### src/rtl/byte_strip.sv
// Transmit-side byte striper: distributes a serial D/DK byte stream round-robin
// over four lanes and presents one complete 4-lane group per transfer.
module byte_strip #(
   parameter logic [7:0] PAD_BYTE = 8'hBC,
   parameter logic       PAD_K    = 1'b1
) (
   input  logic       CLK,
   input  logic       RESET,
   input  logic [7:0] D,
   input  logic       DK,
   input  logic       IN_VALID,
   output logic       IN_READY,
   input  logic       FLUSH,
   output logic [7:0] LANE0,
   output logic [7:0] LANE1,
   output logic [7:0] LANE2,
   output logic [7:0] LANE3,
   output logic       DK_0,
   output logic       DK_1,
   output logic       DK_2,
   output logic       DK_3,
   output logic       LANE_VALID,
   input  logic       LANE_READY,
   output logic [1:0] FILL_CNT
);

   typedef enum logic {
      ST_FILL = 1'b0,
      ST_HOLD = 1'b1
   } state_t;

   state_t     state_r;
   logic [7:0] stg_data_r [4];
   logic [3:0] stg_k_r;
   logic [1:0] fill_r;
   logic [7:0] lane_data_r [4];
   logic [3:0] lane_k_r;
   logic       lane_valid_r;

   logic [7:0] grp_data_s [4];
   logic [3:0] grp_k_s;
   logic       out_free_s;
   logic       stg_full_s;
   logic       accept_s;
   logic       flush_go_s;
   logic       complete_s;

   assign out_free_s = !lane_valid_r || LANE_READY;
   assign stg_full_s = (state_r == ST_HOLD);
   assign IN_READY   = !RESET && !stg_full_s && !FLUSH;
   assign accept_s   = IN_VALID && IN_READY;
   assign flush_go_s = !stg_full_s && FLUSH && (fill_r != 2'd0);
   assign complete_s = flush_go_s || (accept_s && (fill_r == 2'd3));

   assign LANE0      = lane_data_r[0];
   assign LANE1      = lane_data_r[1];
   assign LANE2      = lane_data_r[2];
   assign LANE3      = lane_data_r[3];
   assign DK_0       = lane_k_r[0];
   assign DK_1       = lane_k_r[1];
   assign DK_2       = lane_k_r[2];
   assign DK_3       = lane_k_r[3];
   assign LANE_VALID = lane_valid_r;
   assign FILL_CNT   = fill_r;

   // Assemble the group that completes this cycle: staged slots, the incoming
   // byte in its slot, and pad characters above the fill point on a flush.
   always_comb begin
      for (int i = 0; i < 4; i++) begin
         grp_data_s[i] = stg_data_r[i];
         grp_k_s[i]    = stg_k_r[i];
         if (flush_go_s) begin
            if (2'(i) >= fill_r) begin
               grp_data_s[i] = PAD_BYTE;
               grp_k_s[i]    = PAD_K;
            end else begin
               grp_data_s[i] = stg_data_r[i];
               grp_k_s[i]    = stg_k_r[i];
            end
         end else if (2'(i) == fill_r) begin
            grp_data_s[i] = D;
            grp_k_s[i]    = DK;
         end else begin
            grp_data_s[i] = stg_data_r[i];
            grp_k_s[i]    = stg_k_r[i];
         end
      end
   end

   // Fill/hold state machine with staging and the registered output group.
   always_ff @(posedge CLK) begin
      if (RESET) begin
         state_r      <= ST_FILL;
         fill_r       <= 2'd0;
         stg_k_r      <= 4'd0;
         lane_k_r     <= 4'd0;
         lane_valid_r <= 1'b0;
         for (int i = 0; i < 4; i++) begin
            stg_data_r[i]  <= 8'd0;
            lane_data_r[i] <= 8'd0;
         end
      end else begin
         case (state_r)
            ST_FILL: begin
               if (complete_s) begin
                  fill_r <= 2'd0;
                  if (out_free_s) begin
                     lane_valid_r <= 1'b1;
                     lane_k_r     <= grp_k_s;
                     for (int i = 0; i < 4; i++) begin
                        lane_data_r[i] <= grp_data_s[i];
                     end
                  end else begin
                     // Output still occupied: park the whole group in staging.
                     state_r <= ST_HOLD;
                     stg_k_r <= grp_k_s;
                     for (int i = 0; i < 4; i++) begin
                        stg_data_r[i] <= grp_data_s[i];
                     end
                  end
               end else begin
                  if (accept_s) begin
                     stg_data_r[fill_r] <= D;
                     stg_k_r[fill_r]    <= DK;
                     fill_r             <= fill_r + 2'd1;
                  end
                  if (LANE_READY) begin
                     lane_valid_r <= 1'b0;
                  end
               end
            end
            ST_HOLD: begin
               if (out_free_s) begin
                  state_r      <= ST_FILL;
                  lane_valid_r <= 1'b1;
                  lane_k_r     <= stg_k_r;
                  for (int i = 0; i < 4; i++) begin
                     lane_data_r[i] <= stg_data_r[i];
                  end
               end else begin
                  state_r <= ST_HOLD;
               end
            end
            default: begin
               state_r <= ST_FILL;
            end
         endcase
      end
   end

endmodule

### config.mk
export PLATFORM = sky130hd
export DESIGN_NAME = byte_strip
export DESIGN_NICKNAME = d
export VERILOG_FILES = /design/src/rtl/byte_strip.sv
export SDC_FILE = /design/constraint.sdc
export NUM_CORES = 1
export LEC_CHECK = 0
export CORE_MARGIN = 2
export CORE_UTILIZATION = 40
export DETAILED_ROUTE_END_ITERATION = 6
export GPL_TIMING_DRIVEN = 0
export PLACE_DENSITY = 0.66
export SETUP_SLACK_MARGIN = 0.3
export SLEW_MARGIN = 20
export SYNTH_ARGS = -nofsm -noshare
export SYNTH_HDL_FRONTEND = slang
export SYNTH_SLANG_ARGS = --single-unit
### constraint.sdc
create_clock -name CLK -period 6.2 [get_ports CLK]
set_clock_uncertainty 0.05 [all_clocks]
set_input_delay 1.24 -clock CLK [delete_from_list [all_inputs] [get_ports CLK]]
set_output_delay 1.24 -clock CLK [all_outputs]
set_load 0.01 [all_outputs]
# Yosys cells after proc, flatten, opt, wreduce, memory -nomap -nowiden
# Memory sizes are Yosys's and may differ from the RTL's.
# Index checks and enable logic that the tools add are counted.
# word_totals
regBits	12
ram_bits	64
input_bits	14
out_inout_bits	40
mem_count	2
# memory_table
memory	depth	width	rd	rd_ports_with_merged_regs	wr	line	text
lane_data_r	4	8	4	0	4	36	logic [7:0] lane_data_r [4];
stg_data_r	4	8	4	0	4	33	logic [7:0] stg_data_r [4];
# classes
n_addsub	1
magnitude_cmp	6
eq_ne	9
n_mux	76
bitwise_logic	13
reduce_logical	20
# op_table
op	count
2-to-1 mux 8 bit	25
2-to-1 mux 1 bit	37
2-to-1 mux 4 bit	6
OR 1 bit	12
case mux 4 bit (2 select lines)	1
OR reduction 8 bit	1
logical AND 1 bit	7
2-to-1 mux 2 bit	3
!= test 2 bit (second input constant)	3
AND reduction 3 bit	2
bitwise mux 4 bit	1
equality test 2 bit (first input constant)	2
>= comparator 1 x 2 -> 1 bit (first input constant)	2
>= comparator 2 bit (first input constant)	2
zero test 1 bit	4
case mux 1 bit (2 select lines)	2
nonzero test 2 bit	2
less-than comparator 2 x 3 -> 1 bit (second input constant)	1
!= test 3 bit (second input constant)	1
adder 2 x 1 -> 2 bit (second input constant)	1
demux 1 bit (select 2 bit)	1
equality test 1 x 2 -> 1 bit (first input constant)	1
equality test 2 bit (second input constant)	1
>= comparator 2 x 1 -> 1 bit (second input constant)	1
5 further kinds	6

# Logic depth before layout (Yosys ltp)
# depth
depth_word	12
mapped_depth	9
depth_no_buf	6

# Least setup slack after synthesis
# Ideal clock, no wire load.
# synth_path
kind	in2out
start	in RESET
end	out IN_READY
arrival_time_ns	1.864
slack_ns	3.046
stages	3
n_path_buf	2
path_cell_list	buf_6 > clkbuf_1 > nor3_1
# synth_via
elab_chain_len	3
# synth_rtl
item	line	text
start, declared	8	input logic RESET,
zero test 1 bit	50	assign IN_READY = !RESET && !stg_full_s && !FLUSH;
logical AND 1 bit (2 in a row)	50	
end, declared	12	output logic IN_READY,
# No other way between the ends.

# Final worst setup path
# layout_path
start	in FLUSH
end	out IN_READY
# layout_via
elab_chain_len	2
# layout_rtl
item	line	text
start, declared	13	input logic FLUSH,
zero test 1 bit	50	
logical AND 1 bit	50	
# No other way between the ends.

==> results.py <==
metrics = {
    "detailed_routing": {
        "dr.pass1.iters": 4,
        "drt-total-wl_um": 9390,
        "wire_per_inst_um": 18.5,
        "drc": 0,
        "drt_iter0_drc": 234,
        "viasPerCell": 5.74,
        "num_vias": 2911,
        "ant_nets": 0,
    },
    "worst_setup_path": {
        "worst_ep_arrival_time_ns": 2.69,
        "r2r_setup_slack_ns": 3.49,
        "cp_cell_sequence": "clkdlybuf4s50_1 -> buf_4 -> nor3_1 -> clkdlybuf4s50_1",
        "max_stage_delay_ns": 0.57,
        "r2r_cells": 8,
        "r2r-start": "FILL_CNT[1]",
        "worstSetupEndpointType": "output pin",
        "crit_fanout": 10,
        "cp_num_buf_inv": 3,
        "r2r_end": "stg_data_r[0][4]",
        "cp_slowest_cell": "clkdlybuf4s50_1",
        "cp_top_family": "buffers and inverters",
        "cp.required_ns": 4.91,
        "start_kind": "primary input",
        "path_class": "in -> out",
        "critPathMostFrequentCell": "clkdlybuf4s50_1",
    },
    "clock_network": {
        "clockRootBuffer": "clkbuf_8",
        "cts_htree_levels": 3,
        "numCtsBuffers": 9,
        "cts_tree": "done",
        "clk_path_buf_depth": 2,
        "cts_resized": 0,
        "path_clk_slew_ns": 0.07,
        "insertion_delay_ns": 0.36,
        "ctsHoldBuffers": 0,
        "post_cts_buffers": 0,
        "numClockSinks": 76,
    },
    "worst_hold_path": {
        "hold_start": "stg_k_r[0]",
        "hold_path_class": "reg -> reg",
        "holdPathEnd": "stg_k_r[0]",
        "hold_path_depth": 2,
    },
    "pwr": {
        "p_seq_share_pct": 54.5,
        "ir_drop_mv": 0.109,
        "comb_power_share_pct": 9.9,
        "power.switching_mw": 0.265,
        "p_leak_nw": 1.58,
        "p_int_mw": 0.806,
        "fin_total_pwr_mw": 1.07,
        "clock_power_share_pct": 35.6,
        "p_sw_share_pct": 24.7,
        "power_density_nw_per_um2": 228,
    },
    "run_status": {
        "status": "finished, final reports clean",
    },
    "sta": {
        "rsz0062_at_grt": "false",
        "period_needed_ns": 3.98,
        "fin_tns_setup_ns": 0,
        "fmax_mhz": 251,
        "fin_crit_sh_pct": 64.3,
        "finalMaxSlewViolations": 0,
        "max_slew_margin_pct": 45.0,
        "setup_viol": 0,
        "worstMarginPinSlew_ns": 0.823,
        "setup_ws_ns": 2.22,
        "hold_violations": 0,
    },
    "placement": {
        "dp_hpwl_um": 6730,
        "io_buffers": 49,
        "dpl_cell_area_um2": 4500,
        "pre_cts_ws_ns": 2.24,
        "gp_congestion": 0.896,
    },
    "logic_synthesis": {
        "yosysSeqAreaShare_pct": 56.2,
        "postSynthCellCount": 313,
        "yosysTopAreaCell": "edfxtp_1",
        "yosysUniqueCellTypes": 58,
        "ys_seq_elements": 76,
        "yosys_warnings": 0,
        "synth_top_area_share_pct": 50.0,
        "synth.area.top_cells": "edfxtp_1 50%, dfxtp_1 6.2%, a32o_1 4.2%",
        "synth.avg_cell_area_um2": 12.3,
        "syn_area_um2": 3840,
        "async_reset_ff_share_pct": 0,
        "synth_edf_count": 64,
        "synthesis.nets": 332,
        "synth_ff_type": "edfxtp_1",
    },
    "die": {
        "start_util_pct": 41.4,
        "rows": 35,
        "ios": 54,
        "die_w_um": 102,
        "die-area_um2": 10400,
        "design.core.area_um2": 9280,
        "dieHeight_um": 102,
    },
    "cells_and_area": {
        "drive_gt1_share_pct": 12.2,
        "regArea_um2": 2160,
        "finalNetCount": 392,
        "syn_to_final_growth_pct": 22.0,
        "fillers": 845,
        "stdcell_area_um2": 4690,
        "multi_input_area_um2": 1540,
        "num_antenna_cells": 0,
        "fin_util_pct": 50.5,
    },
    "global_routing": {
        "grt_use_total_pct": 18.7,
        "grt_pass1_vias": 2722,
        "grt_max_degree": 14,
        "grt_pass1_wl_um": 14700,
        "antenna_found_initial": 0,
        "globalRouteOverflowTotal": 0,
    },
    "run": {
        "maxCapViolCount": 0,
    },
}
## how the worst max path moves through the flow
stage | end | cells past startpoint | slack (ns) | start
final | IN_READY | 4 | 2.22 | FLUSH
after detailed placement | IN_READY | 4 | 2.24 | FLUSH
after global placement | IN_READY | 4 | 2.21 | FLUSH
after floorplan | IN_READY | 3 | 3.05 | RESET
after CTS | IN_READY | 4 | 2.22 | FLUSH
after global routing | IN_READY | 4 | 2.07 | FLUSH
## power by group through the flow
stage / sequential [mW] / combinational [mW] / clock [mW]
2_1_floorplan: 0.600 / 0.0493 / 0
3_3_place_gp: 0.594 / 0.105 / 0
3_5_place_dp: 0.596 / 0.106 / 0
4_1_cts: 0.584 / 0.106 / 0.384
5_1_grt: 0.586 / 0.115 / 0.408
6_report: 0.584 / 0.107 / 0.381
## registers in the layout (all words and copies together) (netlist names)
register,flops
lane_data_r,32
state_r,1
stg_k_r,4
LANE_VALID,1
FILL_CNT,2
lane_k_r,4
stg_data_r,32
## worst register-to-register path, cell delays in order (launching register included)
cell	delay, ns
dfxtp_1	0.38
inv_1	0.16
ha_1	0.15
buf_2	0.23
nand2b_1	0.13
buf_2	0.26
a21oi_1	0.13
a21oi_1	0.49
nand2_1	0.38
## metrics by stage
| stage | cells | hold slack [ns] |
|---|---|---|
| CTS | 507 | 0.424 |
| finish | 507 | 0.426 |
| global placement | 491 | 0.402 |
| floorplan | 313 | 0.385 |
| global route | 507 | 0.440 |
| detailed placement | 491 | 0.404 |
## cells in the final DEF (no fill, tap or decap), types with 5 or more instances in the layout
cell type / synthesis / layout
edfxtp_1: 64 / 64
clkdlybuf4s50_1: 0 / 49
a21oi_1: 28 / 28
nand2_1: 26 / 26
a22o_1: 18 / 18
nor2_1: 17 / 17
a32o_1: 16 / 16
o2bb2ai_1: 14 / 14
dfxtp_1: 12 / 12
clkbuf_8: 0 / 9
nor3_1: 8 / 8
clkbuf_1: 5 / 7
inv_2: 6 / 6
inv_1: 5 / 5
buf_4: 5 / 5
o21ai_1: 5 / 5
mux2i_1: 5 / 5
ha_1: 5 / 5
## cells by family after synthesis
family | synth area share (%)
compound gates | 25.0
flops | 56.2
fa+ha+maj | 1.63
simple gates | 12.0
buf+inv | 3.84
mux | 1.30
## synth_stat cells, drive strengths merged, types with 2 or more instances
cell / number
buf: 14
nor3b: 2
nor3: 9
and3: 3
dfxtp: 12
nand3: 4
ha: 5
mux2i: 5
o31ai: 2
a311oi: 2
and2: 3
o211ai: 4
o221a: 4
clkbuf: 5
a21boi: 2
a21oi: 28
nor4b: 4
nand2: 26
nand2b: 3
o21ai: 8
edfxtp: 64
a32o: 16
a2bb2oi: 4
o21bai: 2
nor2: 18
a22o: 18
or3b: 2
a31oi: 3
a2111oi: 2
inv: 11
o2bb2ai: 14
## layout make-up
type                    count  share of cell area [%]
well taps                 129                    3.44
repair buffers             49                    10.5
plain buffers              19                    2.19
clock inverters             5                    1.31
inverters                  12                   0.961
multi-input cells         206                    32.7
clock buffers              11                    2.80
flip-flops and latches     76                    46.1
## routing by layer
| layer | up-vias | GRT usage, % | routed length, um | part of all wire, % |
|---|---|---|---|---|
| li1 | 1360 | - | - | - |
| met1 | 1431 | 26.4 | 4310 | 46 |
| met2 | 100 | 28.4 | 4270 | 45 |
| met3 | 20 | 2.87 | 528 | 5.6 |
| met4 | 0 | 8.82 | 287 | 3.1 |
| met5 | - | 0 | 0 | 0 |
No activity file was read; power rests on OpenSTA's default activity.
